**config.mk**
```make
export PLATFORM = sky130hd
export DESIGN_NAME = dmem_arbiter
export DESIGN_NICKNAME = d
export VERILOG_FILES = /design/src/rtl/dmem_arbiter.sv
export SDC_FILE = /design/constraint.sdc
export NUM_CORES = 1
export LEC_CHECK = 0
export ABC_AREA = 1
export BUFFER_PORTS_ARGS = -buffer_cell sky130_fd_sc_hd__buf_4
export CORE_MARGIN = 2
export CORE_UTILIZATION = 45
export DETAILED_ROUTE_END_ITERATION = 10
export GPL_TIMING_DRIVEN = 0
export PLACE_DENSITY = 0.81
export SLEW_MARGIN = 20
export SYNTH_ARGS = -nofsm -noshare
export SYNTH_HDL_FRONTEND = slang
export SYNTH_SLANG_ARGS = --single-unit
```
**constraint.sdc**
```tcl
create_clock -name Clk -period 4.1 [get_ports Clk]
set_clock_uncertainty 0.15 [all_clocks]
set_input_delay 0 -clock Clk [delete_from_list [all_inputs] [get_ports Clk]]
set_output_delay 0 -clock Clk [all_outputs]
set_load 0.005 [all_outputs]
```
**src/rtl/dmem_arbiter.sv**
```systemverilog
// Two-requester arbiter/sequencer in front of a single-port DataMemory; one 3-cycle transaction in flight.
// Define DMEM_ARB_RR_EN for round-robin tie-breaking; otherwise requester 0 has fixed priority.
module dmem_arbiter #(
    parameter int ADDR_WIDTH = 32,
    parameter int DATA_WIDTH = 32
) (
    input  logic                  Clk,
    input  logic                  Reset,
    input  logic                  Req0,
    input  logic                  Req1,
    input  logic                  Wr0,
    input  logic                  Wr1,
    input  logic [ADDR_WIDTH-1:0] Addr0,
    input  logic [ADDR_WIDTH-1:0] Addr1,
    input  logic [DATA_WIDTH-1:0] WData0,
    input  logic [DATA_WIDTH-1:0] WData1,
    output logic                  Done0,
    output logic                  Done1,
    output logic [DATA_WIDTH-1:0] RData,
    output logic [ADDR_WIDTH-1:0] MemAddress,
    output logic [DATA_WIDTH-1:0] MemWriteData,
    output logic                  MemWrite,
    output logic                  MemRead,
    input  logic [DATA_WIDTH-1:0] MemReadData,
    output logic                  Busy,
    output logic                  GrantId
);

    typedef enum logic [1:0] {
        IDLE,
        ACCESS,
        RESP
    } state_t;

    state_t                state;
    logic                  winner;
    logic                  sel_wr;
    logic [ADDR_WIDTH-1:0] sel_addr;
    logic [DATA_WIDTH-1:0] sel_wdata;

`ifdef DMEM_ARB_RR_EN
    logic last_winner;

    always_comb begin
        winner = ~Req0;
        if (Req0 && Req1) begin
            winner = ~last_winner;
        end
    end
`else
    always_comb begin
        winner = ~Req0;
    end
`endif

    always_comb begin
        sel_wr    = winner ? Wr1 : Wr0;
        sel_addr  = winner ? Addr1 : Addr0;
        sel_wdata = winner ? WData1 : WData0;
    end

    always_ff @(posedge Clk or posedge Reset) begin
        if (Reset) begin
            state        <= IDLE;
            Done0        <= 1'b0;
            Done1        <= 1'b0;
            RData        <= '0;
            MemAddress   <= '0;
            MemWriteData <= '0;
            MemWrite     <= 1'b0;
            MemRead      <= 1'b0;
            Busy         <= 1'b0;
            GrantId      <= 1'b0;
`ifdef DMEM_ARB_RR_EN
            last_winner  <= 1'b1;
`endif
        end else begin
            case (state)
                IDLE: begin
                    if (Req0 || Req1) begin
                        GrantId      <= winner;
                        MemAddress   <= {sel_addr[ADDR_WIDTH-1:2], 2'b00};
                        MemWriteData <= sel_wdata;
                        MemWrite     <= sel_wr;
                        MemRead      <= ~sel_wr;
                        Busy         <= 1'b1;
                        state        <= ACCESS;
`ifdef DMEM_ARB_RR_EN
                        last_winner  <= winner;
`endif
                    end
                end
                ACCESS: begin
                    // Memory commits the write / presents read data during this cycle.
                    MemWrite <= 1'b0;
                    MemRead  <= 1'b0;
                    if (MemRead) begin
                        RData <= MemReadData;
                    end
                    if (GrantId) begin
                        Done1 <= 1'b1;
                    end else begin
                        Done0 <= 1'b1;
                    end
                    state <= RESP;
                end
                RESP: begin
                    Done0 <= 1'b0;
                    Done1 <= 1'b0;
                    Busy  <= 1'b0;
                    state <= IDLE;
                end
                default: state <= IDLE;
            endcase
        end
    end

endmodule

```
# Yosys cells after proc, flatten, opt, wreduce, memory -nomap -nowiden
# Index checks and enable logic that the tools add are counted.
# W data, S select, Z words.
[totals]
ramBits = 0
romBits = 0
register_bits = 102
latchBits = 0
n_memories = 0
[classes]
order_cmp = 0
n_reduce_logical = 11
mux = 15
bitwise = 2
eq_ne = 5
shift = 0
add_sub_neg = 0
multipliers = 0
div_mod_pow = 0
[ops]
columns = ["op", "count"]
rows = [
  ["$mux W32", 2],
  ["$reduce_and A2 Y1", 6],
  ["$pmux W1 S2", 5],
  ["$mux W1", 6],
  ["$ne A2 B2 Y1 const B", 3],
  ["$reduce_bool A2 Y1", 3],
  ["$pmux W2 S2", 1],
  ["$eq A2 B1 Y1 const B", 1],
  ["$eq A2 B2 Y1 const B", 1],
  ["$logic_not A2 Y1", 1],
  ["$mux W2", 1],
  ["$not A1 Y1", 2],
  ["$logic_or A1 B1 Y1", 1],
]

# Depth between registers and ports, before layout
# Gate-level depths: netlist of run 1.
[depth]
word_depth = 4
depth_mapped = 7
ltp_nobuf = 6

# Least setup slack after synthesis of run 1
# Ideal clock, no wire load.
[synth_timing]
path_type = "register to register"
from = "register state[0]"
to = "register MemAddress[26]"
arrival_time_ns = 1.012
path_stages_with_launch = 7
synth_period_minus_slack_ns = 1.278
required_time_ns = 3.834
setup_slack_ns = 2.822
n_path_buf = 2
path_cell_list = "dfrtp_1 nor2_2 nand2_2 buf_6 buf_6 nand2_1 nand2_1"
[synth_via]
elab_chain_cells = 2
[synth_lines]
columns = ["element", "line", "text"]
rows = [
  ["start: declaration", "35", "state_t state;"],
  ["start signal: assignment", "64", "state <= IDLE;"],
  ["start signal: assignment", "87", "state <= ACCESS;"],
  ["start signal: assignment", "105", "state <= RESP;"],
  ["$logic_not A2 Y1", "78", "case (state)"],
  ["$reduce_and A2 Y1 (no line)", "--", ""],
  ["end signal: assignment", "82", "MemAddress <= {sel_addr[ADDR_WIDTH-1:2], 2'b00};"],
  ["end: declaration", "20", "output logic [ADDR_WIDTH-1:0] MemAddress,"],
]
# Every way passes these cells.
# A chain may end at the register's enable or synchronous reset.

# Worst setup path after layout of run 1
[layout_timing]
from = "input Addr1[16]"
to = "register MemAddress[16]"
[layout_via]
elab_chain_cells = 1
[layout_lines]
columns = ["element", "line", "text"]
rows = [
  ["start: declaration", "14", "input logic [ADDR_WIDTH-1:0] Addr1,"],
  ["$mux W32", "58", "sel_addr = winner ? Addr1 : Addr0;"],
]
# Every way passes these cells.

==> impl_results.md, run 1 <==
- Status: finished, final reports clean
- Initial detailed-routing violation count: 439
- Synthesized-area fraction occupied by xor and xnor cells: 0%
- Htree depth: 3
- Post-synthesis adder-cell area fraction: 0%
- Total Routing Usage GR: 34.6%
- Starting Density: 46.2%
- Fraction of final layout cells with drive strength greater than 1: 29.2%
- Total power draw: 4.90 mW
- Number of instances in the synthesized netlist: 644
- Share of the synthesized area in compound gates (AO/OA/AOI/OAI): 0.420%
- # clock sinks: 102
- Transition at the pin with the smallest max-transition slack: 564 ps
- Critical-path maximum fanout: 1
- Overall routed net length: 20000 um
- Type of element launching the critical path: primary input
- Setup-failing EPs final: 0
- Num CTS Buffers: 9
- Worst max-slew margin expressed relative to the limit: 62.4%
- Routed via count divided by cell count: 5.04
- FP Rows: 37
- Max-capacitance violation count: 0
- Area of the die: 0.0114 mm2
- Fillers: 547
- Width of the die: 107 um
- Syn Area/Cell: 7.41 um2
- Multiplexer share of the synthesized area: 0%
- Clock Path Buffers: 2
- Half-perimeter wire length of the detailed placement result: 11000 um
- Static leakage power: 4.96 nW
- Post-layout minimum cycle time: 1970 ps
- Worst min-delay path class: in -> async
- I/O pins: 268
- DR vias: 6163
- Number of design rule violations left after detail routing: 0
- Critical register-to-register path startpoint: state[0]
- Prevailing post-synth register cell: sky130_fd_sc_hd__dfrtp_1
- P&R area growth vs syn: 84.1%
- Post-DR wirelength/cell: 16.4 um
- Fraction of the cycle the final worst path needs: 48.0%
- Root buffer selected by CTS: sky130_fd_sc_hd__clkbuf_8
- Critical path class: in -> reg
- Register-to-register path setup slack: 2530 ps
- Sum of overflow across all layers after global routing: 0
- Total of warnings raised by yosys: 0
- Area occupied by registers: 0.00255 mm2
- Data required time of the critical path: 4200 ps
- Endpoint of the lowest-slack register-to-register path: MemRead
- Final Wtd Congestion: 0.828
- Clock transition at the register clock pins on the worst setup and hold paths after CTS: 120 ps
- Number of global-route vias before repair: 6460
- Maximum operating frequency: 508 MHz
- Commonest cells after routing, fill and taps aside: sky130_fd_sc_hd__nand2_1 (447), sky130_fd_sc_hd__buf_4 (267), sky130_fd_sc_hd__dlygate4sd3_1 (163)
- Sequential cell area fraction in the yosys report: 53.5%
- Number of synthesized flops with an enable pin: 0
- Ys async rst share: 100%
- Clock tree from TritonCTS: yes
- Critical Path AT: 2060 ps
- Net count reported at finish: 1247
- Most common cell after layout, fill and taps aside: sky130_fd_sc_hd__nand2_1
- Post-synth cell types: 20
- Worst setup EP type: flop
- Antenna violations before repair: 0
- Placeable core region: 0.0103 mm2
- First-pass GRT wire length: 31100 um
- Fin. Hold Viols: 0
- Post-route antenna net violation count: 0
- Die Y: 107 um
- Iteration count of the initial detailed-routing pass: 5
- Power per unit of standard cell area: 558 mW/mm2
- Post-synthesis instance area: 0.00477 mm2
- Area of the multi-input gates: 0.00193 mm2
- Final count of pins violating max slew: 0
- Combinational family with the most area after synthesis: simple AND/OR/NAND/NOR gates
- Length in cells of the worst reg-to-reg path: 4
- Number of inserted diodes: 0
- Highest ir drop seen on vdd: 0.303 mV
- Maximum number of pins on one net before global-route repair: 54
- Setup repair after global routing missed its margin: no
- # port buffers: 261
- Later-pin clock latency in the skew report: 360 ps
- Post-CTS Repair Setup Buffers: 0
- Flip-flop and latch count after synthesis: 102
- Basic-gate share of the synthesized area counting and, or, nand and nor cells: 39.9%
- Number of gates resized after CTS: 0
- Setup TNS Final: 0 ps
-- worst max-delay path, stage by stage --
cell,delay [ps]
sky130_fd_sc_hd__dlygate4sd3_1,560
sky130_fd_sc_hd__buf_4,140
sky130_fd_sc_hd__nand2_1,70
sky130_fd_sc_hd__dlygate4sd3_1,540
sky130_fd_sc_hd__nand2_1,60
sky130_fd_sc_hd__dlygate4sd3_1,560
sky130_fd_sc_hd__nand2_1,80
sky130_fd_sc_hd__nand2_1,50
-- cell type report --
type / instances / share of cell area [%]
Clock inverter: 7 / 0.998
Sequential cell: 102 / 29.1
Multi-Input combinational cell: 495 / 22.0
Timing Repair Buffer: 425 / 41.2
Tap cell: 136 / 1.94
Clock buffer: 9 / 1.41
Buffer: 38 / 2.86
Inverter: 10 / 0.513
-- metrics by stage --
stage / utilization [%] / area (um2) / instances / hold WS [ps] / setup WS (ps)
after CTS: 85.0 / 8780 / 1222 / 71.1 / 2240
after detailed placement: 67.2 / 6940 / 1043 / -80.4 / 2590
after global placement: 66.9 / 6900 / 1042 / 80.2 / 40.3
final: 85.0 / 8780 / 1222 / 76.0 / 2130
after floorplan: - / 4770 / 645 / -5.43 / 1270
after global routing: 85.0 / 8780 / 1222 / 96.2 / 2130
-- timing repair --
action | 4_1_cts | 5_1_grt
endpoints found under the hold margin | 198 | 0
setup endpoints to repair | 0 | 0
hold buffers | 163 | 0
-- how the worst max path moves through the flow --
stage | from | endpoint | slack, ps | cells past startpoint
5_1_grt | Addr1[15] | MemAddress[15] | 2130 | 8
2_1_floorplan | Reset | Busy | 1270 | 1
3_3_place_gp | Reset | MemAddress[10] | 40 | 2
6_report | Addr1[16] | MemAddress[16] | 2130 | 8
3_5_place_dp | state[0] | MemWriteData[14] | 2590 | 6
4_1_cts | Addr1[16] | MemAddress[16] | 2240 | 8
-- state kept, by name (all words and copies together) (netlist names) --
name          flops
state             2
MemAddress       30
MemRead           1
GrantId           1
Busy              1
RData            32
Done1             1
MemWrite          1
MemWriteData     32
Done0             1
-- cells by family after synthesis --
family | Yosys count
AOI/OAI and AO/OA | 4
buffers and inverters | 48
DFF | 102
other | 1
and+or+nand+nor | 489
-- cell usage after synthesis (2+ instances only) --
library cell               instances  share of area (%)
sky130_fd_sc_hd__inv_1             7               0.55
sky130_fd_sc_hd__buf_4             6               0.94
sky130_fd_sc_hd__buf_2            15                1.6
sky130_fd_sc_hd__nand2_2           2               0.26
sky130_fd_sc_hd__a21oi_1           2               0.21
sky130_fd_sc_hd__clkbuf_1          7               0.55
sky130_fd_sc_hd__inv_2             2               0.16
sky130_fd_sc_hd__dfrtp_1         102                 54
sky130_fd_sc_hd__nand3_1          33                3.5
sky130_fd_sc_hd__nor2_1            3               0.24
sky130_fd_sc_hd__o21ai_0           2               0.21
sky130_fd_sc_hd__buf_6             9                2.1
sky130_fd_sc_hd__nand2_1         447                 35
-- layer usage --
metal / routed length [um] / track usage, % / vias up
met5: 0 / 0 / -
met4: 1030 / 19.5 / 0
met3: 1570 / 8.51 / 96
met1: 7350 / 37.7 / 2900
met2: 10100 / 61.4 / 351
li1: - / - / 2816
-- where the power goes --
group | internal (mW) | switching, mW
clock | 0.297 | 0.383
combinational | 1.20 | 1.23
sequential | 1.49 | 0.298
Power figures use the tool's default switching activity.
==> inputs of run 2 (changes only) <==
==> constraint.sdc (replaced) <==
create_clock -name Clk -period 2 [get_ports Clk]
set_clock_uncertainty 0.15 [all_clocks]
set_input_delay 0 -clock Clk [delete_from_list [all_inputs] [get_ports Clk]]
set_output_delay 0 -clock Clk [all_outputs]
set_load 0.005 [all_outputs]
==> run 2 against run 1 <==
Effect of this change:
- sequential share of layout area decreased by 0.12 points
- critical path depth unchanged
- register-to-register slack got worse by 2200 ps
- final area increased by 0.41%
- setup slack got worse by 2100 ps
- critical endpoint unchanged
- largest power group unchanged
==> impl_results.md, run 2 (synthesis gave the netlist of run 1 again) <==
- Destination of the critical timing path: MemAddress[16]
- Post-DR wirelength/cell: 17.1 um (+4.6%)
- Worst setup path startpoint: Addr1[16]
- Cell count after placement: 1045 (+0.19%)
- # port buffers: 261 (unchanged)
- Internal: 6.18 mW (+110%)
- Worst max-slew margin expressed relative to the limit: 62.9% (+0.53 points)
- Max-capacitance violation count: 0 (unchanged)
- Post-CTS Repair Setup Buffers: 0 (unchanged)
- Status: finished, final reports clean
- First-pass GRT wire length: 32500 um (+4.4%)
- Critical register-to-register path startpoint: MemRead
- Critical Path AT: 2020 ps (-40 ps)
- Critical-path maximum fanout: 1 (unchanged)
- Num CTS Buffers: 9 (unchanged)
- Static leakage power: 4.97 nW (about the same)
- I/O pins: 268 (unchanged)
- P&R area growth vs syn: 84.8%
- Number of inserted diodes: 0 (unchanged)
- Worst setup EP type: flop
- Data required time of the critical path: 2100 ps (-2100 ps)
- Routing layer with the top usage in global route: met2
- Highest ir drop seen on vdd: 0.689 mV (+130%)
- Routed via count divided by cell count: 5.07 (+0.48%)
- Number of design rule violations left after detail routing: 0 (unchanged)
- Overall routed net length: 21000 um (+4.8%)
- Critical path class: in -> reg
- Number of cells in the finished layout apart from fillers: 1224 (+0.16%)
- Proportion of total power due to net switching: 39.2% (+0.20 points)
- Setup repair after global routing missed its margin: no
- Length in cells of the worst reg-to-reg path: 4 (unchanged)
- Sequential share of power: 36.4% (about the same)
- Iteration count of the initial detailed-routing pass: 8 (+3)
- Antenna violations before repair: 0 (unchanged)
- Transition at the pin with the smallest max-transition slack: 555 ps (-9.10 ps)
- Endpoint of the lowest-slack register-to-register path: RData[21]
- Width of the die: 107 um (unchanged)
- Net count reported at finish: 1249 (+0.16%)
- Maximum operating frequency: 520 MHz
- Final Wtd Congestion: 0.790 (-4.6%)
- Initial detailed-routing violation count: 537 (+22%)
- FP Rows: 37 (unchanged)
- Worst min-delay path class: in -> async
- Registers with the most flip-flops: MemWriteData: 32 flops, RData: 32 flops, MemAddress: 30 flops
- Total power draw: 10.2 mW (+110%)
- Post-route antenna net violation count: 0 (unchanged)
- DR vias: 6203 (+0.65%)
- Setup-failing EPs final: 0 (unchanged)
- Clock Path Buffers: 2 (unchanged)
- Fraction of final layout cells with drive strength greater than 1: 29.3% (+0.13 points)
- Fraction of the cycle the final worst path needs: 96.2%
- Sum of overflow across all layers after global routing: 0 (unchanged)
- Portion of total power attributed to combinational logic: 49.9% (+0.3 points)
- Power per unit of standard cell area: 1150 mW/mm2 (+110%)
- Share of power burned in the clock network: 13.6% (-0.3 points)
- Clock transition at the register clock pins on the worst setup and hold paths after CTS: 100 ps (-20 ps)
- Final count of pins violating max slew: 0 (unchanged)
- Met1 Usage GRT: 39.1% (+1.4 points)
- Number of global-route vias before repair: 6548 (+1.4%)
- GR Util met3: 9.36% (+0.85 points)
- Clock tree from TritonCTS: yes
- Hold slack: 108 ps (+32.2 ps)
- Register-to-register path setup slack: 360 ps (-2170 ps)
- Post-layout minimum cycle time: 1920 ps
- Most common cell after layout, fill and taps aside: sky130_fd_sc_hd__nand2_1
- Later-pin clock latency in the skew report: 360 ps (about the same)
- Placeable core region: 0.0103 mm2 (unchanged)
- Maximum number of pins on one net before global-route repair: 35 (-35%)
- Die Y: 107 um (unchanged)
- Area of the die: 0.0114 mm2 (unchanged)
- Half-perimeter wire length of the detailed placement result: 11000 um (-0.16%)
- Starting Density: 46.2% (unchanged)
- Root buffer selected by CTS: sky130_fd_sc_hd__clkbuf_8
- Total Routing Usage GR: 36.5% (+1.8 points)
- Htree depth: 3 (unchanged)
- Switching power: 3.98 mW (+110%)
- # clock sinks: 102 (unchanged)
- Fin. Hold Viols: 0 (unchanged)
- Type of element launching the critical path: primary input
- GR Layer Usage met2: 65.7% (+4.3 points)
- Commonest cells after routing, fill and taps aside: sky130_fd_sc_hd__nand2_1 (447), sky130_fd_sc_hd__buf_4 (267), sky130_fd_sc_hd__dlygate4sd3_1 (163)
## run 2: worst min path at each step
| stage | end | start | cells after the start |
|---|---|---|---|
| final | RData[15] | Reset | 3 |
| after global routing | RData[7] | Reset | 3 |
| after CTS | RData[7] | Reset | 3 |
| after detailed placement | RData[13] | Reset | 2 |
| after global placement | RData[30] | MemReadData[30] | 3 |
| after floorplan | RData[0] | MemReadData[0] | 2 |
## run 2: what timing repair did
item                                   in CTS  in global routing
endpoints found under the hold margin     198                  0
hold buffers                              163                  0
gates resized for setup                     0                  0
## run 2: metal layers
layer  vias to the layer above  share of wire, %  routed length (um)
met1                      2896                35                7340
met4                         0               5.1                1080
met2                       391                52               10800
met5                         -                 0                   0
met3                       102               8.2                1720
li1                       2814                 -                   -
## run 2: worst max-delay path, stage by stage
cell and delay [ps]:
sky130_fd_sc_hd__dlygate4sd3_1 540, sky130_fd_sc_hd__buf_4 130, sky130_fd_sc_hd__nand2_1 60, sky130_fd_sc_hd__dlygate4sd3_1 550, sky130_fd_sc_hd__nand2_1 60, sky130_fd_sc_hd__dlygate4sd3_1 570, sky130_fd_sc_hd__nand2_1 70, sky130_fd_sc_hd__nand2_1 40
## run 2: area by class of cell
cell class | instances | area [um2]
clock buffer | 11 | 151
sequential | 102 | 2550
fill | 533 | 1510
timing repair buffer | 427 | 3660
multi-input combinational | 495 | 1930
inverter | 10 | 43.8
clock inverter | 5 | 57.6
tap | 136 | 170
buffer | 38 | 251
## run 2: stage by stage
stage | setup slack, ps | area, um2 | utilization [%] | TNS (ps)
final | 76.7 | 8810 | 85.4 | 0
after global routing | 31.3 | 8810 | 85.4 | 0
after CTS | 128 | 8810 | 85.4 | 0
after detailed placement | 516 | 6970 | 67.6 | 0
after global placement | -50.7 | 6910 | 66.9 | -4220
after floorplan | 632 | 4780 | - | 0
## run 2: power groups by stage
stage | clock network, mW | registers, mW | logic [mW]
floorplan | 0 | 3.69 | 2.00
global placement | 0 | 3.61 | 4.39
detailed placement | 0 | 3.63 | 4.49
CTS | 1.37 | 3.61 | 4.81
global route | 1.48 | 3.78 | 5.50
finish | 1.38 | 3.70 | 5.07
==> inputs of run 3 (changes only) <==
==> config.mk (replaced) <==
export PLATFORM = sky130hd
export DESIGN_NAME = dmem_arbiter
export DESIGN_NICKNAME = d
export VERILOG_FILES = /design/src/rtl/dmem_arbiter.sv
export SDC_FILE = /design/constraint.sdc
export NUM_CORES = 1
export LEC_CHECK = 0
export BUFFER_PORTS_ARGS = -buffer_cell sky130_fd_sc_hd__buf_4
export CORE_MARGIN = 2
export CORE_UTILIZATION = 44
export DETAILED_ROUTE_END_ITERATION = 10
export GPL_TIMING_DRIVEN = 0
export PLACE_DENSITY = 0.8
export SLEW_MARGIN = 30
export SYNTH_ARGS = -nofsm -noshare
export SYNTH_HDL_FRONTEND = slang
export SYNTH_SLANG_ARGS = --single-unit
==> run 3 against run 2 <==
Effect of this change:
- the run now fails in clock tree synthesis (4_1_cts)
- area after synthesis down 0.66%
- synthesized cell count down 53%
==> impl_results.md, run 3 <==
- Half-perimeter wire length of the detailed placement result: 9850 um (-10%)
- Status: did not finish
- Combinational family with the most area after synthesis: multiplexers
- Number of gates resized after CTS: 0 (unchanged)
- Pre-CTS setup slack: 229 ps (-287 ps)
- Number of instances in the synthesized netlist: 301 (-53%)
- Htree depth: 3 (unchanged)
- Root buffer selected by CTS: sky130_fd_sc_hd__clkbuf_8
- Die Y: 108 um (+0.77%)
- Last stage reached: clock tree synthesis (4_1_cts)
- Post-placement cell area: 0.00698 mm2 (about the same)
- Post-synthesis instance area: 0.00474 mm2 (-0.66%)
- Total of warnings raised by yosys: 0 (unchanged)
- Share of the synthesized area in the top cell type: 53.9% (+0.35 points)
- Biggest area consumer among synthesized cells: sky130_fd_sc_hd__dfrtp_1
- Multiplexer share of the synthesized area: 40.7% (+41 points)
- Final Wtd Congestion: 0.801 (+1.3%)
- Ys async rst share: 100% (unchanged)
- Num CTS Buffers: 9 (unchanged)
- FP Rows: 37 (unchanged)
- Commonest cells in the synthesized netlist: sky130_fd_sc_hd__mux2_2 (120), sky130_fd_sc_hd__dfrtp_1 (102), sky130_fd_sc_hd__mux2_4 (37)
- Post-CTS Repair Setup Buffers: 0 (unchanged)
- Prevailing post-synth register cell: sky130_fd_sc_hd__dfrtp_1
- # clock sinks: 102 (unchanged)
- Number of synthesized flops with an enable pin: 0 (unchanged)
- I/O pins: 268 (unchanged)
- Starting Density: 45.7% (-0.51 points)
- Width of the die: 108 um (+0.77%)
- Syn Area/Cell: 15.7 um2 (+110%)
- Share of the synthesized area in compound gates (AO/OA/AOI/OAI): 0.977% (+0.56 points)
- Synthesized-area fraction occupied by xor and xnor cells: 0% (unchanged)
- # port buffers: 261 (unchanged)
- Sequential cell area fraction in the yosys report: 53.9% (+0.35 points)
- Post-synth cell types: 20 (unchanged)
- Post-synthesis adder-cell area fraction: 0% (unchanged)
- Flip-flop and latch count after synthesis: 102 (unchanged)
- Basic-gate share of the synthesized area counting and, or, nand and nor cells: 0.898% (-39 points)
- Area contributors post-synth: sky130_fd_sc_hd__dfrtp_1 (54%), sky130_fd_sc_hd__mux2_2 (29%), sky130_fd_sc_hd__mux2_4 (12%)
- Error that halted the flow: [ERROR RSZ-0060] Max buffer count reached.
- Clock Path Buffers: 2 (unchanged)
- CTS hold repair buffers: 146 (-10%)
- Most frequent cell after synthesis: sky130_fd_sc_hd__mux2_2
-- run 3: cell count changes after synthesis, sizes merged, moves of 2 or more --
cell    delta
buf       -12
nand2b     +2
nor2       -3
clkbuf     -7
nand2    -448
o21ai      +2
mux2     +158
nand3     -33
inv        -6
-- run 3: cells by family after synthesis --
logic type,Yosys count
DFF,102
and+or+nand+nor,8
other,1
buffers and inverters,23
muxes,159
AOI/OAI and AO/OA,8
-- run 3: metrics by stage --
step | hold slack (ps) | instances
after floorplan | -18.3 | 302
after global placement | 64.0 | 699
after detailed placement | -112 | 703
==> inputs of run 4 (changes only) <==
--- a/config.mk
+++ b/config.mk
@@ -7,10 +7,10 @@
 export LEC_CHECK = 0
 export BUFFER_PORTS_ARGS = -buffer_cell sky130_fd_sc_hd__buf_4
 export CORE_MARGIN = 2
-export CORE_UTILIZATION = 44
+export CORE_UTILIZATION = 36
 export DETAILED_ROUTE_END_ITERATION = 10
 export GPL_TIMING_DRIVEN = 0
-export PLACE_DENSITY = 0.8
+export PLACE_DENSITY_LB_ADDON = 0.15
 export SLEW_MARGIN = 30
 export SYNTH_ARGS = -nofsm -noshare
 export SYNTH_HDL_FRONTEND = slang
==> run 4 against run 3 <==
Effect of this change:
- the run again fails in clock tree synthesis (4_1_cts)
- area after synthesis is the same
- synthesized cell count did not move
==> impl_results.md, run 4 <==
- CTS hold repair buffers: 152 (+4.1%)
- Last stage reached: clock tree synthesis (4_1_cts)
- Cell count after placement: 739 (+5.1%)
- Status: did not finish
- Total of warnings raised by yosys: 0 (unchanged)
- Final Wtd Congestion: 0.741 (-7.4%)
- Width of the die: 119 um (+10%)
- Error that halted the flow: [ERROR RSZ-0060] Max buffer count reached.
- Share of the synthesized area in the top cell type: 53.9% (unchanged)
- Root buffer selected by CTS: sky130_fd_sc_hd__clkbuf_16
- Sequential cell area fraction in the yosys report: 53.9% (unchanged)
- Number of instances in the synthesized netlist: 301 (unchanged)
- Area contributors post-synth: sky130_fd_sc_hd__dfrtp_1 (54%), sky130_fd_sc_hd__mux2_2 (29%), sky130_fd_sc_hd__mux2_4 (12%)
- Clock Path Buffers: 2 (unchanged)
- Most frequent cell after synthesis: sky130_fd_sc_hd__mux2_2
- Die Y: 119 um (+10%)
- Htree depth: 3 (unchanged)
- # port buffers: 261 (unchanged)
- Half-perimeter wire length of the detailed placement result: 9620 um (-2.4%)
- Starting Density: 37.2% (-8.4 points)
- # clock sinks: 102 (unchanged)
- Ys async rst share: 100% (unchanged)
- Post-synth cell types: 20 (unchanged)
- Post-synthesis instance area: 0.00474 mm2 (unchanged)
- Commonest cells in the synthesized netlist: sky130_fd_sc_hd__mux2_2 (120), sky130_fd_sc_hd__dfrtp_1 (102), sky130_fd_sc_hd__mux2_4 (37)
- Flip-flop and latch count after synthesis: 102 (unchanged)
- FP Rows: 41 (+11%)
- Biggest area consumer among synthesized cells: sky130_fd_sc_hd__dfrtp_1
- Num CTS Buffers: 9 (unchanged)
- Prevailing post-synth register cell: sky130_fd_sc_hd__dfrtp_1
- Number of synthesized flops with an enable pin: 0 (unchanged)
- Pre-CTS setup slack: 220 ps (-9.66 ps)
- Post-CTS Repair Setup Buffers: 0 (unchanged)
- Syn Area/Cell: 15.7 um2 (unchanged)
- I/O pins: 268 (unchanged)
- Number of gates resized after CTS: 0 (unchanged)
run 4: through the flow:
stage	util [%]	area (um2)	hold WS, ps
3_5_place_dp	55.1	7020	-94.7
2_1_floorplan	-	4750	-18.3
3_3_place_gp	54.4	6920	74.3
run 4: cells by family after synthesis:
group                  Yosys count  synth area share, %
other                            1               0.0791
AO/OA/AOI/OAI                    8                0.977
buffers and inverters           23                 3.49
multiplexers                   159                 40.7
flip-flops                     102                 53.9
AND/OR/NAND/NOR                  8                0.898
